--- src/rtl/ariane_pkg.sv ---
// Core-wide widths and the D$ request/response port types shared by the LSU blocks.
package ariane_pkg;

    localparam int unsigned XLEN               = 64;
    localparam int unsigned PLEN               = 56;
    localparam int unsigned DCACHE_INDEX_WIDTH = 12;
    localparam int unsigned DCACHE_TAG_WIDTH   = PLEN - DCACHE_INDEX_WIDTH;

    typedef struct packed {
        logic [DCACHE_INDEX_WIDTH-1:0] address_index;
        logic [DCACHE_TAG_WIDTH-1:0]   address_tag;
        logic [XLEN-1:0]               data_wdata;
        logic                          data_req;
        logic                          data_we;
        logic [XLEN/8-1:0]             data_be;
        logic [1:0]                    data_size;
        logic                          kill_req;
        logic                          tag_valid;
    } dcache_req_i_t;

    typedef struct packed {
        logic            data_gnt;
        logic            data_rvalid;
        logic [XLEN-1:0] data_rdata;
    } dcache_req_o_t;

endpackage

--- src/rtl/store_resp_fifo.sv ---
// Circular write buffer: storage, wrapping pointers, occupancy count and per-entry valid bits.
module store_resp_fifo #(
    parameter int unsigned DEPTH = 4,
    parameter int unsigned WIDTH = 8
) (
    input  logic                         clk_i,
    input  logic                         rst_i,
    input  logic                         push_i,
    input  logic [WIDTH-1:0]             data_i,
    input  logic                         pop_i,
    output logic [WIDTH-1:0]             head_o,
    output logic [DEPTH-1:0][WIDTH-1:0]  entries_o,
    output logic [DEPTH-1:0]             valid_o,
    output logic [$clog2(DEPTH):0]       count_o,
    output logic                         full_o
);

    localparam int unsigned PW = $clog2(DEPTH);
    localparam int unsigned CW = PW + 1;

    logic [PW-1:0]                wr_ptr_q, wr_ptr_d, rd_ptr_q, rd_ptr_d;
    logic [CW-1:0]                count_q, count_d;
    logic [DEPTH-1:0]             valid_q, valid_d;
    logic [DEPTH-1:0][WIDTH-1:0]  mem_q, mem_d;
    logic                         push_ok, pop_ok;

    assign full_o    = (count_q == CW'(DEPTH));
    assign push_ok   = push_i & ~full_o;
    assign pop_ok    = pop_i & (count_q != '0);
    assign head_o    = mem_q[rd_ptr_q];
    assign entries_o = mem_q;
    assign valid_o   = valid_q;
    assign count_o   = count_q;

    always_comb begin
        wr_ptr_d = wr_ptr_q;
        rd_ptr_d = rd_ptr_q;
        count_d  = count_q;
        valid_d  = valid_q;
        mem_d    = mem_q;
        if (push_ok) begin
            mem_d[wr_ptr_q]   = data_i;
            valid_d[wr_ptr_q] = 1'b1;
            wr_ptr_d          = wr_ptr_q + PW'(1);
        end
        if (pop_ok) begin
            valid_d[rd_ptr_q] = 1'b0;
            rd_ptr_d          = rd_ptr_q + PW'(1);
        end
        case ({push_ok, pop_ok})
            2'b10:   count_d = count_q + CW'(1);
            2'b01:   count_d = count_q - CW'(1);
            default: count_d = count_q;
        endcase
    end

    always_ff @(posedge clk_i or posedge rst_i) begin
        if (rst_i) begin
            wr_ptr_q <= '0;
            rd_ptr_q <= '0;
            count_q  <= '0;
            valid_q  <= '0;
            mem_q    <= '0;
        end else begin
            wr_ptr_q <= wr_ptr_d;
            rd_ptr_q <= rd_ptr_d;
            count_q  <= count_d;
            valid_q  <= valid_d;
            mem_q    <= mem_d;
        end
    end

endmodule

--- src/rtl/store_port_responder.sv ---
// D$ store port: buffers granted writes and drains them one at a time downstream,
// flagging loads whose page offset hits a pending write.
module store_port_responder
    import ariane_pkg::*;
#(
    parameter int unsigned DEPTH = 4
) (
    input  logic              clk_i,
    input  logic              rst_i,
    input  dcache_req_i_t     req_port_i,
    output dcache_req_o_t     req_port_o,
    output logic              mem_req_o,
    input  logic              mem_gnt_i,
    input  logic              mem_ack_i,
    output logic [PLEN-1:0]   mem_addr_o,
    output logic [XLEN-1:0]   mem_wdata_o,
    output logic [XLEN/8-1:0] mem_be_o,
    output logic [1:0]        mem_size_o,
    input  logic [11:0]       page_offset_i,
    output logic              page_offset_matches_o,
    output logic              empty_o
);

    localparam int unsigned CW = $clog2(DEPTH) + 1;

    typedef struct packed {
        logic [PLEN-1:0]   addr;
        logic [XLEN-1:0]   data;
        logic [XLEN/8-1:0] be;
        logic [1:0]        size;
    } entry_t;

    localparam int unsigned EW = $bits(entry_t);

    typedef enum logic [1:0] {IDLE, REQ, WAIT_ACK} state_e;

    state_e                   state_q, state_d;
    logic                     rvalid_q, rvalid_d;
    logic                     gnt, pop, full;
    logic [CW-1:0]            count;
    entry_t                   push_entry, head;
    logic [DEPTH-1:0][EW-1:0] entries;
    logic [DEPTH-1:0]         valid;
    logic                     unused_bits;

    assign gnt = req_port_i.data_req & req_port_i.data_we & ~full;

    always_comb begin
        push_entry.addr = {req_port_i.address_tag, req_port_i.address_index};
        push_entry.data = req_port_i.data_wdata;
        push_entry.be   = req_port_i.data_be;
        push_entry.size = req_port_i.data_size;
    end

    store_resp_fifo #(
        .DEPTH (DEPTH),
        .WIDTH (EW)
    ) i_fifo (
        .clk_i     (clk_i),
        .rst_i     (rst_i),
        .push_i    (gnt),
        .data_i    (push_entry),
        .pop_i     (pop),
        .head_o    (head),
        .entries_o (entries),
        .valid_o   (valid),
        .count_o   (count),
        .full_o    (full)
    );

    // A push while IDLE starts the drain next cycle, so mem_req_o rises one cycle after grant.
    always_comb begin
        state_d   = state_q;
        pop       = 1'b0;
        mem_req_o = 1'b0;
        case (state_q)
            IDLE: begin
                if (count != '0 || gnt) state_d = REQ;
            end
            REQ: begin
                mem_req_o = 1'b1;
                if (mem_gnt_i) begin
                    if (mem_ack_i) begin
                        pop     = 1'b1;
                        state_d = (count == CW'(1)) ? IDLE : REQ;
                    end else begin
                        state_d = WAIT_ACK;
                    end
                end
            end
            WAIT_ACK: begin
                if (mem_ack_i) begin
                    pop     = 1'b1;
                    state_d = (count == CW'(1)) ? IDLE : REQ;
                end
            end
            default: state_d = IDLE;
        endcase
    end

    assign rvalid_d = gnt;

    always_ff @(posedge clk_i or posedge rst_i) begin
        if (rst_i) begin
            state_q  <= IDLE;
            rvalid_q <= 1'b0;
        end else begin
            state_q  <= state_d;
            rvalid_q <= rvalid_d;
        end
    end

    always_comb begin
        page_offset_matches_o = gnt &&
            (req_port_i.address_index[11:3] == page_offset_i[11:3]);
        for (int i = 0; i < DEPTH; i++) begin
            if (valid[i] && (entries[i][EW-PLEN+11 -: 9] == page_offset_i[11:3]))
                page_offset_matches_o = 1'b1;
        end
    end

    always_comb begin
        req_port_o             = '0;
        req_port_o.data_gnt    = gnt;
        req_port_o.data_rvalid = rvalid_q;
    end

    assign mem_addr_o  = head.addr;
    assign mem_wdata_o = head.data;
    assign mem_be_o    = head.be;
    assign mem_size_o  = head.size;
    assign empty_o     = (count == '0) && (state_q == IDLE);

    assign unused_bits = ^{entries, req_port_i.kill_req, req_port_i.tag_valid, page_offset_i[2:0]};

endmodule

--- config.mk ---
export PLATFORM = sky130hd
export DESIGN_NAME = store_port_responder
export DESIGN_NICKNAME = d
export VERILOG_FILES = /design/src/rtl/ariane_pkg.sv /design/src/rtl/store_resp_fifo.sv /design/src/rtl/store_port_responder.sv
export SDC_FILE = /design/constraint.sdc
export NUM_CORES = 1
export LEC_CHECK = 0
export CAP_MARGIN = 0
export CELL_PAD_IN_SITES_DETAIL_PLACEMENT = 1
export CELL_PAD_IN_SITES_GLOBAL_PLACEMENT = 2
export CORE_MARGIN = 1.5
export CORE_UTILIZATION = 37
export CTS_BUF_LIST = sky130_fd_sc_hd__clkbuf_8
export DETAILED_ROUTE_END_ITERATION = 12
export PLACE_DENSITY_LB_ADDON = 0.1
export SLEW_MARGIN = 5
export SYNTH_ARGS = -nofsm -noshare
export SYNTH_HDL_FRONTEND = slang
export SYNTH_SLANG_ARGS = --single-unit
--- constraint.sdc ---
create_clock -name clk_i -period 22.1 [get_ports clk_i]
set_input_delay 6.63 -clock clk_i [delete_from_list [all_inputs] [get_ports clk_i]]
set_output_delay 6.63 -clock clk_i [all_outputs]
set_load 0.02 [all_outputs]
### Word level (Yosys, flattened, before mapping)

Index checks and enable logic that the tools add are counted.

| cells by class | value |
|---|---|
| $add $sub $neg | 4 |
| equal/unequal tests | 14 |
| bitwise gates (word level) | 8 |
| reductions and logical operators | 14 |
| magnitude comparators | 4 |
| mux-type cells | 26 |

Operators with widths:

| operator | count |
|---|---|
| bitwise mux 520 bit | 1 |
| binary-select mux 130 bit (select 2 bit) | 1 |
| demux 130 bit (select 2 bit) | 1 |
| two-way mux 130 bit | 2 |
| equality test 9 bit | 5 |
| two-way mux 1 bit | 10 |
| logical AND 1 bit | 8 |
| two-way mux 2 bit | 4 |
| two-way mux 4 bit | 2 |
| < comparator 2 x 3 -> 1 bit (second input constant) | 2 |
| != test 2 bit (second input constant) | 3 |
| one-hot mux 2 bit (3 select lines) | 1 |
| one-hot mux 3 bit (2 select lines) | 1 |
| adder 2 x 1 -> 2 bit (second input constant) | 2 |
| bitwise AND 1 bit | 4 |
| bitwise AND 4 bit | 1 |
| demux 1 bit (select 2 bit) | 2 |
| equality test 2 x 1 -> 1 bit (second input constant) | 2 |
| equality test 2 bit (second input constant) | 2 |
| >= comparator 2 x 1 -> 1 bit (second input constant) | 2 |
| inverter 4 bit | 1 |
| OR 4 bit | 1 |
| adder 3 x 1 -> 3 bit (second input constant) | 1 |
| equality test 3 x 1 -> 1 bit (second input constant) | 1 |
| other kinds (10) | 10 |

| storage, ports and cells | value |
|---|---|
| output and inout port bits | 199 |
| bits in registers | 534 |
| input port bits | 150 |
| logic and storage cells | 80 |

### Depth between registers and ports, before layout

| depth | value |
|---|---|
| depth in word-level cells | 8 |
| gate-level depth with buffers | 9 |
| gate-level depth less buffers | 8 |

### Hierarchy

Synthesis repeated with hierarchy kept, for this count alone.

| unflattened totals | value |
|---|---|
| cells, all modules | 1,475 |
| area total of the unflattened synthesis | 24,178.2 um^2 |

By module, submodules not included:

| module | area an instance (um^2) | cells each | sequential area each (um^2) | times used |
|---|---|---|---|---|
| store_resp_fifo | 22,875.7 | 1,311 | 13,287.7 | 1 |
| store_port_responder | 1,302.5 | 164 | 75.1 | 1 |

### Worst setup path before layout

Ideal clock, no wire load.

| timing | value |
|---|---|
| path kind | input -> output |
| from | in req_port_i[13] (netlist bit) |
| to | out page_offset_matches_o |
| path buffers | 1 |
| arrival time | 7.704 ns |
| stages | 6 |
| required time | 15.470 ns |
| slack | 7.766 ns |
| cells stage by stage | nand2_1 a21oi_2 buf_2 nand4_1 o41ai_1 nand4b_1 |

| between the ends | value |
|---|---|
| longest elaborated chain between the ends | 7 |

RTL lines:

| what | line | source |
|---|---|---|
| start, declared | store_port_responder.sv:10 | `input dcache_req_i_t req_port_i,` |
| bitwise AND 1 bit (2 in a row) | store_port_responder.sv:46 | `assign gnt = req_port_i.data_req & req_port_i.data_we & ~full;` |
| via gnt | store_port_responder.sv:39 | `logic gnt, pop, full;` |
| logical AND 1 bit | store_port_responder.sv:114 | `page_offset_matches_o = gnt &&` |
| two-way mux 1 bit (4 in a row) | store_port_responder.sv:117 | `if (valid[i] && (entries[i][EW-PLEN+11 -: 9] == page_offset_i[11:3]))` |
| end, declared | store_port_responder.sv:20 | `output logic page_offset_matches_o,` |

The timed path passes the listed nets, and every way through them passes these cells.

### Worst setup path after layout

| timing | value |
|---|---|
| from | in req_port_i[13] (netlist bit) |
| to | out page_offset_matches_o |

| between the ends | value |
|---|---|
| longest elaborated chain between the ends | 7 |

RTL lines:

| what | line |
|---|---|
| bitwise AND 1 bit (2 in a row) | store_port_responder.sv:46 |
| logical AND 1 bit | store_port_responder.sv:114 |
| two-way mux 1 bit (4 in a row) | store_port_responder.sv:117 |

No other way between the ends.

==> impl_metrics.prom <==
# TYPE chip_impl_metric gauge
chip_impl_info{name="run_status",value="finished clean"} 1
chip_impl_metric{name="post_synthesis_cells",unit=""} 1481
chip_impl_metric{name="io_pins",unit=""} 349
chip_impl_metric{name="antenna_violations_before_repair",unit=""} 10
chip_impl_metric{name="gp_congestion",unit=""} 0.7485
chip_impl_metric{name="path_clk_slew",unit="ns"} 0.05
chip_impl_metric{name="routed_wire_length_per_instance",unit="µm"} 21.94
chip_impl_metric{name="cts_hold_repair.buffers",unit=""} 0
chip_impl_metric{name="pin_count_of_the_biggest_net_entering_global_routing",unit=""} 118
chip_impl_info{name="yosysMostFrequentCell",value="sky130_fd_sc_hd__dfrtp_1"} 1
chip_impl_metric{name="nNetsFinal",unit=""} 1943
chip_impl_metric{name="maxClockFrequency",unit="GHz"} 0.06406
chip_impl_info{name="timing.rr.end",value="i_fifo.entries_o[298]"} 1
chip_impl_metric{name="required",unit="ns"} 15.47
chip_impl_metric{name="place.detailed.hpwl",unit="µm"} 35560
chip_impl_metric{name="first_pass_grt_wire_length",unit="µm"} 93150
chip_impl_info{name="end_kind",value="output port"} 1
chip_impl_metric{name="port_buffers",unit=""} 279
chip_impl_metric{name="total_global_routing_track_utilization",unit=""} 0.1796
chip_impl_metric{name="worst-path-max-fanout",unit=""} 15
chip_impl_metric{name="cellPowerDensity",unit="nW/µm²"} 161.4
chip_impl_info{name="worst_setup_path_start_kind",value="primary input"} 1
chip_impl_metric{name="clock_skew",unit="ns"} 0.03440
chip_impl_metric{name="final_critical_path_setup_slack",unit="ns"} 6.489
chip_impl_metric{name="setup_total_negative_slack",unit="ns"} 0
chip_impl_metric{name="synth-edff-count",unit=""} 0
chip_impl_metric{name="final_count_of_hold_timing_violations",unit=""} 0
chip_impl_metric{name="floorplan.rows",unit=""} 93
chip_impl_metric{name="p_leak",unit="µW"} 0.01266
chip_impl_metric{name="cts_post_setup_buffers_inserted",unit=""} 0
chip_impl_info{name="tritoncts",value="built"} 1
chip_impl_metric{name="detail_route.first_pass.iterations",unit=""} 4
chip_impl_metric{name="synth_area",unit="µm²"} 24400
chip_impl_metric{name="drt_first_iter_violations",unit=""} 405
chip_impl_metric{name="vias",unit=""} 13641
chip_impl_metric{name="worst-r2r-setup-slack",unit="ns"} 18.91
chip_impl_metric{name="clock_sinks",unit=""} 534
chip_impl_metric{name="ant_nets",unit=""} 0
chip_impl_info{name="synthFlopType",value="sky130_fd_sc_hd__dfrtp_1"} 1
chip_impl_metric{name="drt-total-wl",unit="µm"} 59400
chip_impl_metric{name="post_synth.cell_area_avg",unit="µm²"} 16.48
chip_impl_metric{name="ys_seq_elements",unit=""} 534
chip_impl_metric{name="min_period",unit="ns"} 15.61
chip_impl_metric{name="synthDominantCellAreaShare",unit=""} 0.5476
chip_impl_metric{name="post_cts.resized_instances",unit=""} 0
chip_impl_info{name="crit_path_category",value="in2out"} 1
chip_impl_metric{name="r2r_cells",unit=""} 7
chip_impl_metric{name="drc_violations_left",unit=""} 0
chip_impl_metric{name="die_width",unit="µm"} 259.8
chip_impl_metric{name="tightestPinTransition",unit="ns"} 1.097
chip_impl_info{name="synth.top_cells.by_area",value="sky130_fd_sc_hd__dfrtp_1 55%, sky130_fd_sc_hd__mux2_1 18%, sky130_fd_sc_hd__mux4_2 12%, sky130_fd_sc_hd__mux2_2 5.5%, sky130_fd_sc_hd__buf_4 2.4%"} 1
chip_impl_info{name="worst_setup_path_endpoint",value="page_offset_matches_o"} 1
chip_impl_metric{name="worst_slack_at_placement",unit="ns"} 6.432
chip_impl_metric{name="cts_buffers",unit=""} 97
chip_impl_metric{name="timing.final.setup_violations",unit=""} 0
chip_impl_metric{name="number_of_max_slew_violations_in_the_final_report",unit=""} 0
chip_impl_metric{name="timing.max_slew.rel_slack",unit=""} 0.2685
chip_impl_metric{name="synth_sequential_area_ratio",unit=""} 0.5476
chip_impl_metric{name="gr-total-overflow",unit=""} 0
chip_impl_metric{name="worst_hold_slack",unit="ns"} 0.4838
chip_impl_metric{name="htree_levels",unit=""} 3
chip_impl_metric{name="post_synth_num_cell_types",unit=""} 29
chip_impl_metric{name="cap_viol_max_count",unit=""} 0
chip_impl_info{name="synth.largest_area_cell",value="sky130_fd_sc_hd__dfrtp_1"} 1
chip_impl_metric{name="yosysWarnings",unit=""} 0
chip_impl_info{name="synth_top_cells_by_count",value="534 x sky130_fd_sc_hd__dfrtp_1, 400 x sky130_fd_sc_hd__mux2_1, 130 x sky130_fd_sc_hd__mux4_2"} 1
chip_impl_metric{name="cp_data_arrival_time",unit="ns"} 8.98
chip_impl_metric{name="post_detailed_route_via_to_cell_ratio",unit=""} 5.037
chip_impl_metric{name="synthToLayoutAreaGrowth",unit="%"} 20.89
chip_impl_metric{name="die_height",unit="µm"} 259.8
chip_impl_info{name="grt_setup_unrepaired",value="false"} 1
chip_impl_metric{name="die-area",unit="µm²"} 67500
chip_impl_metric{name="initial_core_util",unit=""} 0.3765
chip_impl_metric{name="layout-drive-gt1-share",unit=""} 0.2306
chip_impl_metric{name="insertion_delay",unit="ns"} 0.69
chip_impl_metric{name="floorplan.core_area",unit="µm²"} 64810
chip_impl_metric{name="grt_pass1_vias",unit=""} 15596
chip_impl_info{name="critical_path.reg2reg.startpoint",value="i_fifo.count_o[0]"} 1
chip_impl_metric{name="min_period_over_period",unit=""} 0.7064
chip_impl_metric{name="vdd.ir_drop.worst",unit="mV"} 0.07029
chip_impl_metric{name="async_flop_share",unit=""} 1.000
chip_impl_info{name="min-delay-path-class",value="reg2reg"} 1
chip_impl_info{name="cp-startpoint",value="req_port_i[13]"} 1
chip_impl_metric{name="clockBufferDepth",unit=""} 3
chip_impl_info{name="cts.root.buffer_cell",value="sky130_fd_sc_hd__clkbuf_8"} 1
==> layout by cell type, fill, tap and decap left out <==
cell                                n
sky130_fd_sc_hd__a211oi_2           1
sky130_fd_sc_hd__a21oi_1           11
sky130_fd_sc_hd__a21oi_4            1
sky130_fd_sc_hd__a22oi_1            1
sky130_fd_sc_hd__and3b_1            1
sky130_fd_sc_hd__buf_4             16
sky130_fd_sc_hd__bufinv_16          1
sky130_fd_sc_hd__clkbuf_8         130
sky130_fd_sc_hd__clkdlybuf4s50_1  279
sky130_fd_sc_hd__clkinv_2          14
sky130_fd_sc_hd__clkinvlp_4         4
sky130_fd_sc_hd__conb_1            64
sky130_fd_sc_hd__dfrtp_1          532
sky130_fd_sc_hd__dfrtp_4            2
sky130_fd_sc_hd__diode_2            1
sky130_fd_sc_hd__ha_1              17
sky130_fd_sc_hd__inv_1             34
sky130_fd_sc_hd__inv_6              2
sky130_fd_sc_hd__inv_8              2
sky130_fd_sc_hd__mux2_1           400
sky130_fd_sc_hd__mux2_2           120
sky130_fd_sc_hd__mux2i_1            1
sky130_fd_sc_hd__mux4_2           130
sky130_fd_sc_hd__nand2_1            8
sky130_fd_sc_hd__nand2_8            4
sky130_fd_sc_hd__nand4_1            6
sky130_fd_sc_hd__nand4b_1           1
sky130_fd_sc_hd__nor2_1             3
sky130_fd_sc_hd__nor2b_1            1
sky130_fd_sc_hd__nor4_1             8
sky130_fd_sc_hd__o21ai_0            6
sky130_fd_sc_hd__o41ai_1            2
sky130_fd_sc_hd__xnor2_1           16
sky130_fd_sc_hd__xor2_1            34
==> worst min path at each step <==
stage | start | end | slack [ns] | depth (start not counted)
final | i_fifo.entries_o[279] | i_fifo.entries_o[279] | 0.48 | 1
after global routing | i_fifo.entries_o[443] | i_fifo.entries_o[443] | 0.50 | 1
after CTS | i_fifo.entries_o[290] | i_fifo.entries_o[290] | 0.49 | 1
after detailed placement | i_fifo.entries_o[199] | i_fifo.entries_o[199] | 0.48 | 1
after global placement | i_fifo.entries_o[237] | i_fifo.entries_o[237] | 0.47 | 1
after floorplan | i_fifo.entries_o[169] | i_fifo.entries_o[169] | 0.46 | 1
==> stage by stage <==
stage	std cells	utilization	power [µW]	cell area (µm²)
3_3_place_gp	2532	0.4237	3795	27460
6_report	2708	0.4551	4761	29500
4_1_cts	2707	0.4551	4859	29500
2_1_floorplan	1544	-	3039	24640
5_1_grt	2708	0.4551	5067	29500
3_5_place_dp	2532	0.4237	3862	27460
==> power breakdown <==
| group | internal [µW] | switching (µW) | total [µW] |
|---|---|---|---|
| sequential | 1470 | 281 | 1750 |
| clock | 537 | 427 | 964 |
| combinational | 1120 | 930 | 2050 |
| total | 3120 | 1640 | 4760 |
==> critical path, cell delays in order <==
cell and delay (ns):
sky130_fd_sc_hd__clkdlybuf4s50_1 0.45, sky130_fd_sc_hd__nand2_1 0.11, sky130_fd_sc_hd__a21oi_4 0.12, sky130_fd_sc_hd__buf_4 0.34, sky130_fd_sc_hd__nand4_1 0.13, sky130_fd_sc_hd__o41ai_1 0.29
sky130_fd_sc_hd__nand4b_1 0.16, sky130_fd_sc_hd__clkdlybuf4s50_1 0.72
==> cell families (layout without fill, tap and decap cells) <==
kind of cell             count (synthesis)  after routing  synth area share
multiplexers                           651            651            0.3604
AND/OR/NAND/NOR                         32             32          0.007282
AO/OA/AOI/OAI                           22             22          0.005384
buffers and inverters                  174            482           0.05251
adder cells (fa/ha/maj)                 17             17          0.008717
flip-flops                             534            534            0.5476
other                                    1             65         0.0001537
XOR/XNOR                                50             50           0.01795
==> layer usage <==
metal | track usage | wire, µm | part of all wire | vias to the layer above
met5 | 0 | 115 | 0.0019 | -
met4 | 0.04829 | 1309 | 0.022 | 18
met3 | 0.05945 | 3947 | 0.066 | 122
met2 | 0.2951 | 28970 | 0.49 | 248
met1 | 0.2269 | 25060 | 0.42 | 7333
li1 | - | - | - | 5920
==> layout make-up <==
| class | count | area (µm²) |
|---|---|---|
| Fill cell | 6325 | 35320 |
| Sequential cell | 534 | 13370 |
| Multi-Input combinational cell | 836 | 10060 |
| Timing Repair Buffer | 295 | 2913 |
| Clock buffer | 130 | 1789 |
| Tap cell | 855 | 1070 |
| Clock inverter | 45 | 245.2 |
| Inverter | 12 | 52.55 |
| Antenna cell | 1 | 2.502 |
==> registers in the layout (all words and copies together) (netlist names) <==
name / cells
i_fifo.wr_ptr_q: 2
i_fifo.rd_ptr_q: 2
i_fifo.entries_o: 520
rvalid_q: 1
state_q: 2
i_fifo.count_o: 3
i_fifo.valid_o: 4
Power figures use the tool's default switching activity.
